===== src/rtl/apb_requester.sv =====
// APB requester: turns a valid/ready command stream into APB SETUP/ACCESS transfers, one at a time.
// Optional ACCESS-phase timeout is compiled in when APB_REQUESTER_TIMEOUT_EN is defined.
module apb_requester #(
   parameter int unsigned DataWidth     = 32,
   parameter int unsigned AddrWidth     = 32,
   parameter int unsigned TimeoutCycles = 16
) (
   input  logic                   PCLK,
   input  logic                   reset,
   input  logic                   CmdValid,
   output logic                   CmdReady,
   input  logic                   CmdWrite,
   input  logic [AddrWidth-1:0]   CmdAddr,
   input  logic [DataWidth-1:0]   CmdWData,
   input  logic [DataWidth/8-1:0] CmdStrb,
   output logic                   RespValid,
   output logic [DataWidth-1:0]   RespRData,
   output logic                   RespErr,
   output logic                   PSEL,
   output logic                   PENABLE,
   output logic                   PWRITE,
   output logic [AddrWidth-1:0]   PADDR,
   output logic [DataWidth-1:0]   PWDATA,
   output logic [DataWidth/8-1:0] PSTRB,
   input  logic                   PREADY,
   input  logic [DataWidth-1:0]   PRDATA
);

   localparam int unsigned StrbWidth = DataWidth / 8;

   if ((TimeoutCycles < 2) || ((DataWidth % 8) != 0)) begin : g_param_check
      $error("apb_requester: invalid parameters");
   end

   typedef enum logic [1:0] {StIdle, StSetup, StAccess} state_e;

   state_e r_state, w_state_d;

   logic                 w_complete, w_timeout;
   logic                 w_load_cmd, w_load_rdata;
   logic                 w_psel_d, w_penable_d, w_cmd_ready_d, w_resp_valid_d;
   logic                 r_psel, r_penable, r_cmd_ready, r_resp_valid, r_pwrite;
   logic [AddrWidth-1:0] r_paddr;
   logic [DataWidth-1:0] r_pwdata, r_resp_rdata;
   logic [StrbWidth-1:0] r_pstrb;

   assign w_complete = (r_state == StAccess) && PREADY;

`ifdef APB_REQUESTER_TIMEOUT_EN
   localparam int unsigned CntWidth = $clog2(TimeoutCycles);

   logic [CntWidth-1:0] r_cnt;
   logic                r_resp_err;

   // Cleared while in SETUP so every ACCESS phase starts counting from zero.
   always_ff @(posedge PCLK or negedge reset) begin
      if (!reset) begin
         r_cnt <= '0;
      end else if (r_state == StSetup) begin
         r_cnt <= '0;
      end else if ((r_state == StAccess) && !PREADY) begin
         r_cnt <= r_cnt + 1'b1;
      end
   end

   assign w_timeout = (r_state == StAccess) && !PREADY &&
                      (r_cnt == CntWidth'(TimeoutCycles - 1));

   always_ff @(posedge PCLK or negedge reset) begin
      if (!reset) begin
         r_resp_err <= 1'b0;
      end else begin
         r_resp_err <= w_timeout;
      end
   end

   assign RespErr = r_resp_err;
`else
   assign w_timeout = 1'b0;
   assign RespErr   = 1'b0;
`endif

   always_ff @(posedge PCLK or negedge reset) begin
      if (!reset) begin
         r_state <= StIdle;
      end else begin
         r_state <= w_state_d;
      end
   end

   always_comb begin
      w_state_d = r_state;
      unique case (r_state)
         StIdle:   if (CmdValid) w_state_d = StSetup;
         StSetup:  w_state_d = StAccess;
         StAccess: if (w_complete || w_timeout) w_state_d = StIdle;
         default:  w_state_d = StIdle;
      endcase
   end

   // Outputs are registered from the next state so they change cleanly on the edge.
   always_comb begin
      w_psel_d       = (w_state_d != StIdle);
      w_penable_d    = (w_state_d == StAccess);
      w_cmd_ready_d  = (w_state_d == StIdle);
      w_resp_valid_d = w_complete || w_timeout;
      w_load_cmd     = (r_state == StIdle) && CmdValid;
      w_load_rdata   = w_complete && !r_pwrite;
   end

   always_ff @(posedge PCLK or negedge reset) begin
      if (!reset) begin
         r_psel       <= 1'b0;
         r_penable    <= 1'b0;
         r_cmd_ready  <= 1'b1;
         r_resp_valid <= 1'b0;
         r_pwrite     <= 1'b0;
         r_paddr      <= '0;
         r_pwdata     <= '0;
         r_pstrb      <= '0;
         r_resp_rdata <= '0;
      end else begin
         r_psel       <= w_psel_d;
         r_penable    <= w_penable_d;
         r_cmd_ready  <= w_cmd_ready_d;
         r_resp_valid <= w_resp_valid_d;
         if (w_load_cmd) begin
            r_pwrite <= CmdWrite;
            r_paddr  <= CmdAddr;
            r_pwdata <= CmdWData;
            r_pstrb  <= CmdWrite ? CmdStrb : '0;
         end
         if (w_load_rdata) begin
            r_resp_rdata <= PRDATA;
         end
      end
   end

   assign CmdReady  = r_cmd_ready;
   assign RespValid = r_resp_valid;
   assign RespRData = r_resp_rdata;
   assign PSEL      = r_psel;
   assign PENABLE   = r_penable;
   assign PWRITE    = r_pwrite;
   assign PADDR     = r_paddr;
   assign PWDATA    = r_pwdata;
   assign PSTRB     = r_pstrb;

endmodule


===== config.mk =====
export PLATFORM = sky130hd
export DESIGN_NAME = apb_requester
export DESIGN_NICKNAME = d
export VERILOG_FILES = /design/src/rtl/apb_requester.sv
export SDC_FILE = /design/constraint.sdc
export NUM_CORES = 1
export LEC_CHECK = 0
export CAP_MARGIN = 20
export CORE_UTILIZATION = 35
export DETAILED_ROUTE_END_ITERATION = 8
export MAX_ROUTING_LAYER = met4
export PLACE_DENSITY_LB_ADDON = 0.08
export SLEW_MARGIN = 20
export SYNTH_ARGS = -nofsm -noshare
export SYNTH_HDL_FRONTEND = slang
export SYNTH_SLANG_ARGS = --single-unit

===== constraint.sdc =====
create_clock -name PCLK -period 2.8 [get_ports PCLK]
set_clock_uncertainty 0.2 [all_clocks]
set_input_delay 0.56 -clock PCLK [delete_from_list [all_inputs] [get_ports PCLK]]
set_output_delay 0.56 -clock PCLK [all_outputs]
set_load 0.01 [all_outputs]

==> flow_summary_export.csv, run 1 <==
group,metric,value,unit
sta,hold_viol,0,
die,io_pins,211,
worst_setup_path,crit_start,"CmdReady",
die,die_y,110,um
global_routing,grt.busiest_layer,"met2",
sta,grt_setup_unrepaired,"false",
placed_design,gp_congestion,0.681,
worst_hold_path,hold_class,"primary input to async pin",
status,outcome,"finished, final reports clean",
layout,final_cells,597,
worst_setup_path,crit_family,"buffers and inverters",
clock_tree,ctsRootBufferMaster,"clkbuf_16",
layout,nets,558,
synthesis,synth_cells,241,
worst_setup_path,cp_data_required_time,2040,ps
global_routing,track_usage,16.5,%
global_routing,grt.overflow.total,0,
die,fp-row-count,38,
global_routing,grtUsageMet3,4.86,%
routing,routed_via_density,4.58,
die,fp.coreArea,11100,um^2
worst_setup_path,worst_ep_arrival_time,1410,ps
die,dieArea,12000,um^2
placed_design,dp_hpwl,7.01,mm
layout,drive_gt1_share,24.9,%
worst_setup_path,start_kind,"register",
synthesis,ys_types,18,
sta,setup_tns,0,ps
clock_tree,numCtsBuffers,9,
routing,drc_errors,0,
die,fp.dieW,110,um
die,start_util,36.7,%
pwr,ir_drop,465,uV
clock_tree,htreeDepth,3,
worst_setup_path,r2r-end,"RespRData[25]",
pwr,p_leak,2.70,nW
synthesis,syn_avg_cell_area,16.9,um^2
worst_setup_path,cp_max_fo,1,
routing,post_drt_wl_per_cell,15.7,um
worst_setup_path,critical_path_class,"register to primary output",
clock_tree,cts_setup_buffers,0,
worst_setup_path,crit_slowest_cell,"clkdlybuf4s50_1",
worst_setup_path,worstRegToRegCells,3,
layout,area_delta_synth_final,61.2,%
synthesis,yosys_register_bits,107,
synthesis,syn_nets,346,
clock_tree,cts_resized,0,
sta,finalSetupViolCount,0,
worst_setup_path,worst-path-stages,1,
placed_design,dp.cells,582,
routing,routed_wl,9.36,mm
routing,vias,2735,
clock_tree,cts.sinks,107,
layout,n_fill_cell,929,
sta,min_period,2170,ps
sta,postLayoutSetupSlackWorst,629,ps
layout,num_antenna_cells,0,
sta,worstMarginPinSlew,658,ps
worst_setup_path,r2r-start,"r_state[0]",
clock_tree,hold_buffers,0,
sta,post-route-period-util,77.5,%
synthesis,yosys_warnings,0,
global_routing,grt_start_max_net_pins,51,
worst_setup_path,worst-path-buf-inv,1,
worst_setup_path,max_stage_delay,560,ps
global_routing,use_met2,26.4,%
global_routing,grtUsageMet1,18.9,%
routing,ant_nets,0,
synthesis,synth-seq-area-share,65.9,%
routing,firstDrtPassIters,4,
run,maxCapViolCount,0,
clock_tree,cts_tree,"yes",
sta,maxSlewViolCount,0,
clock_tree,cts.clk_slew.worst_paths,70,ps
placed_design,place.port_buffers,209,
sta,fmax,461,MHz
global_routing,antenna_found_initial,0,
sta,slew_headroom,56.1,%
worst_setup_path,crit_end,"CmdReady",
worst_setup_path,crit_chain,"clkdlybuf4s50_1",
routing,first_iter_violations,98,
synthesis,syn-cell-area,4070,um^2
worst_setup_path,worst_setup_path_end_kind,"primary output",
global_routing,grt_first_pass_wirelength,14.3,mm
global_routing,grt_pass1_vias,2964,
clock_tree,clk_latency,330,ps
placed_design,post-place-ws,385,ps
pwr,p_per_area,1090,nW/um^2
worst_setup_path,r2r_slack,940,ps
clock_tree,cts_max_path_buffers,2,
## cells in the mapped netlist
library cell,number,area share [%]
nor4bb_1,1,0.25
dfstp_2,1,0.65
mux2i_1,6,1.5
nor3b_4,1,0.46
conb_1,1,0.092
o21ai_0,1,0.12
nand2b_1,1,0.15
o31a_1,1,0.22
inv_1,4,0.37
nand2_1,5,0.46
clkbuf_2,1,0.12
buf_6,9,2.5
mux2_1,6,1.7
nor2_1,1,0.092
dfrtp_1,106,65
o31ai_1,1,0.18
buf_4,4,0.74
mux2_2,91,25
## registers in the layout, indices dropped and copies added, names as in the netlist
register,count
PWRITE,1
PWDATA,32
PSEL,1
RespRData,32
RespValid,1
PADDR,32
CmdReady,1
PSTRB,4
PENABLE,1
r_state,2
## stage by stage
| stage | total power [mW] | hold WS, ps | utilization (%) | area [um^2] |
|---|---|---|---|---|
| 2_1_floorplan | 4.15 | 64.4 | - | 4070 |
| 3_3_place_gp | 6.02 | 269 | 56.8 | 6290 |
| 3_5_place_dp | 6.09 | 279 | 56.8 | 6290 |
| 4_1_cts | 7.26 | 69.4 | 59.1 | 6550 |
| 5_1_grt | 7.57 | 94.7 | 59.1 | 6550 |
| 6_report | 7.14 | 38.3 | 59.1 | 6550 |
## logic make-up (layout without fill, tap and decap cells)
family / after synthesis / after routing / share of synthesized area [%]
AND/OR/NAND/NOR: 9 / 9 / 1.42
flip-flops: 107 / 107 / 65.9
AO/OA/AOI/OAI: 3 / 3 / 0.523
other: 1 / 1 / 0.0922
multiplexers: 103 / 103 / 28.3
buffers and inverters: 18 / 234 / 3.72
## layout make-up
cell class / instances / area (um^2) / area share (%)
multi-input cells: 116 / 1250 / 19.1
clock inverters: 3 / 15.0 / 0.229
clock buffers: 12 / 246 / 3.76
inverters: 4 / 15.0 / 0.229
flip-flops and latches: 107 / 2680 / 40.9
well taps: 140 / 175 / 2.67
repair buffers: 215 / 2170 / 33.1
## layer usage
layer | wire [um] | vias up
li1 | - | 1260
met1 | 3850 | 1335
met2 | 4470 | 127
met3 | 864 | 13
met4 | 180 | 0
met5 | 0 | -
## worst min-delay path by stage
stage / startpoint / end / slack (ps) / cells after the start
after floorplan: reset / PADDR[0] / 60 / 0
after global placement: PADDR[24] / PADDR[24] / 270 / 1
after detailed placement: PWDATA[20] / PWDATA[20] / 280 / 1
after CTS: reset / RespRData[7] / 70 / 1
after global routing: reset / RespRData[7] / 90 / 1
final: reset / RespRData[10] / 40 / 1
## power by group
| group | switching [mW] | total, mW | internal (mW) |
|---|---|---|---|
| Combinational | 1.14 | 3.27 | 2.13 |
| Clock | 0.515 | 1.13 | 0.619 |
| Sequential | 0.405 | 2.74 | 2.33 |
## layout by cell type (no fill, tap or decap), types with 2 or more instances in the layout
cell type        instances
clkinv_2                 3
inv_1                    4
mux2i_1                  6
clkdlybuf4s50_1        208
mux2_1                   6
mux2_2                  91
buf_4                    4
clkbuf_1                 2
buf_12                   3
nand2_1                  5
dfrtp_1                106
clkbuf_16                9
(Power assumes the default switching activity.)
==> inputs of run 2 (changes only) <==
==> constraint.sdc (replaced) <==
create_clock -name PCLK -period 2.25 [get_ports PCLK]
set_clock_uncertainty 0.2 [all_clocks]
set_input_delay 0.45 -clock PCLK [delete_from_list [all_inputs] [get_ports PCLK]]
set_output_delay 0.45 -clock PCLK [all_outputs]
set_load 0.01 [all_outputs]
==> run 2 against run 1 <==
Against the previous run:
- non-clock buffer count rose by 3
- clock-buffer cell count fell by 1
- sequential power up 24%
- flip-flop and latch count unchanged
- worst setup slack got worse by 450 ps
- die area did not move
- utilization rose by 1.1 points
- critical path type unchanged
- largest cell class unchanged
==> flow_summary_export.csv, run 2 (synthesis gave the netlist of run 1 again) <==
group,metric,value,unit
global_routing,track_usage,16.4,%
routing,first_iter_violations,62,
worst_setup_path,start_kind,"register",
layout,layout_commonest_cell,"clkdlybuf4s50_1",
layout,final_cells,601,
global_routing,grt_start_max_net_pins,55,
die,start_util,36.7,%
global_routing,grt_pass1_vias,2804,
sta,maxSlewViolCount,0,
worst_setup_path,crit_family,"buffers and inverters",
layout,drive_gt1_share,25.6,%
worst_setup_path,cp_max_fo,1,
worst_setup_path,worst_setup_path_end_kind,"primary output",
placed_design,dp.cells,584,
global_routing,grt.overflow.total,0,
worst_setup_path,max_stage_delay,560,ps
worst_setup_path,worst-path-buf-inv,1,
worst_setup_path,crit_slowest_cell,"clkdlybuf4s50_1",
die,io_pins,211,
routing,vias,2715,
layout,num_antenna_cells,0,
clock_tree,ctsRootBufferMaster,"clkbuf_16",
sta,grt_setup_unrepaired,"false",
routing,routed_via_density,4.52,
worst_setup_path,critical_path_class,"register to primary output",
layout,n_fill_cell,932,
sta,post-route-period-util,91.8,%
routing,firstDrtPassIters,4,
global_routing,grt_first_pass_wirelength,14.1,mm
worst_setup_path,cp_data_required_time,1600,ps
worst_setup_path,worst_ep_arrival_time,1420,ps
placed_design,dp_hpwl,6.73,mm
status,outcome,"finished, final reports clean",
placed_design,place.port_buffers,209,
pwr,p_leak,2.75,nW
clock_tree,cts_setup_buffers,0,
die,fp.dieW,110,um
layout,area_delta_synth_final,64.1,%
sta,setup_tns,0,ps
worst_setup_path,crit_chain,"clkdlybuf4s50_1",
placed_design,gp_congestion,0.695,
pwr,p_per_area,1390,nW/um^2
sta,hold_viol,0,
die,die_y,110,um
die,fp.coreArea,11100,um^2
routing,drc_errors,0,
die,dieArea,12000,um^2
clock_tree,cts_tree,"yes",
worst_hold_path,hold_class,"register to register",
pwr,ir_drop,812,uV
clock_tree,cts_max_path_buffers,2,
clock_tree,clk_latency,340,ps
layout,mostFrequentLayoutCells,"clkdlybuf4s50_1, dfrtp_1, mux2_2",
clock_tree,cts.clk_slew.worst_paths,60,ps
clock_tree,cts.sinks,107,
layout,nets,561,
routing,routed_wl,9.20,mm
routing,post_drt_wl_per_cell,15.3,um
sta,hold_ws,284,ps
die,fp-row-count,38,
run,maxCapViolCount,0,
sta,fmax,484,MHz
sta,min_period,2070,ps
sta,postLayoutSetupSlackWorst,184,ps
clock_tree,numCtsBuffers,9,
routing,ant_nets,0,
placed_design,post-place-ws,-12.3,ps
sta,finalSetupViolCount,0,
clock_tree,htreeDepth,3,
global_routing,antenna_found_initial,0,
## run 2: cell types whose count changed in the layout (fill, tap and decap cells not counted)
| cell | delta |
|---|---|
| bufinv_16 | +3 |
| buf_12 | +1 |
| buf_4 | +1 |
| clkbuf_1 | -1 |
| clkinv_2 | -1 |
| dlygate4sd3_1 | +1 |
## run 2: final timing paths
check,from,endpoint,slack [ps],depth (start not counted)
max,CmdReady,CmdReady,180,1
min,PWDATA[20],PWDATA[20],280,1
max reg2reg,r_state[0],RespRData[23],370,3
min reg2reg,PWDATA[20],PWDATA[20],280,1
max in group asynchronous,reset,CmdReady,1110,3
min in group asynchronous,reset,RespRData[8],450,3
## run 2: area by class of cell
| cell class | count | area (um^2) | area share [%] |
|---|---|---|---|
| timing repair buffer | 218 | 2210 | 33.1 |
| tap | 140 | 175 | 2.63 |
| sequential | 107 | 2680 | 40.2 |
| clock buffer | 11 | 243 | 3.64 |
| multi-input combinational | 116 | 1250 | 18.7 |
| inverter | 4 | 15.0 | 0.225 |
| clock inverter | 5 | 100 | 1.50 |
## run 2: per-layer routing
metal,vias to the layer above,track usage (%),wire (um)
met1,1304,19.0,3780
met5,-,-,0
li1,1270,-,-
met3,10,8.06,1020
met4,0,5.33,126
met2,131,24.8,4280
## run 2: power by group
group          switching [mW]  internal (mW)
logic                    1.42           2.65
clock network           0.673           1.11
registers               0.506           2.90
## run 2: through the flow
step	power, mW	utilization, %	instance area (um^2)
detailed placement	7.57	57.0	6320
global placement	7.49	57.0	6320
CTS	9.42	60.2	6670
floorplan	5.16	-	4070
finish	9.27	60.2	6670
global route	9.82	60.2	6670
## run 2: timing repair
action,CTS,global route
hold endpoints to repair,106,0
hold buffers,1,0
gates resized for setup,0,0
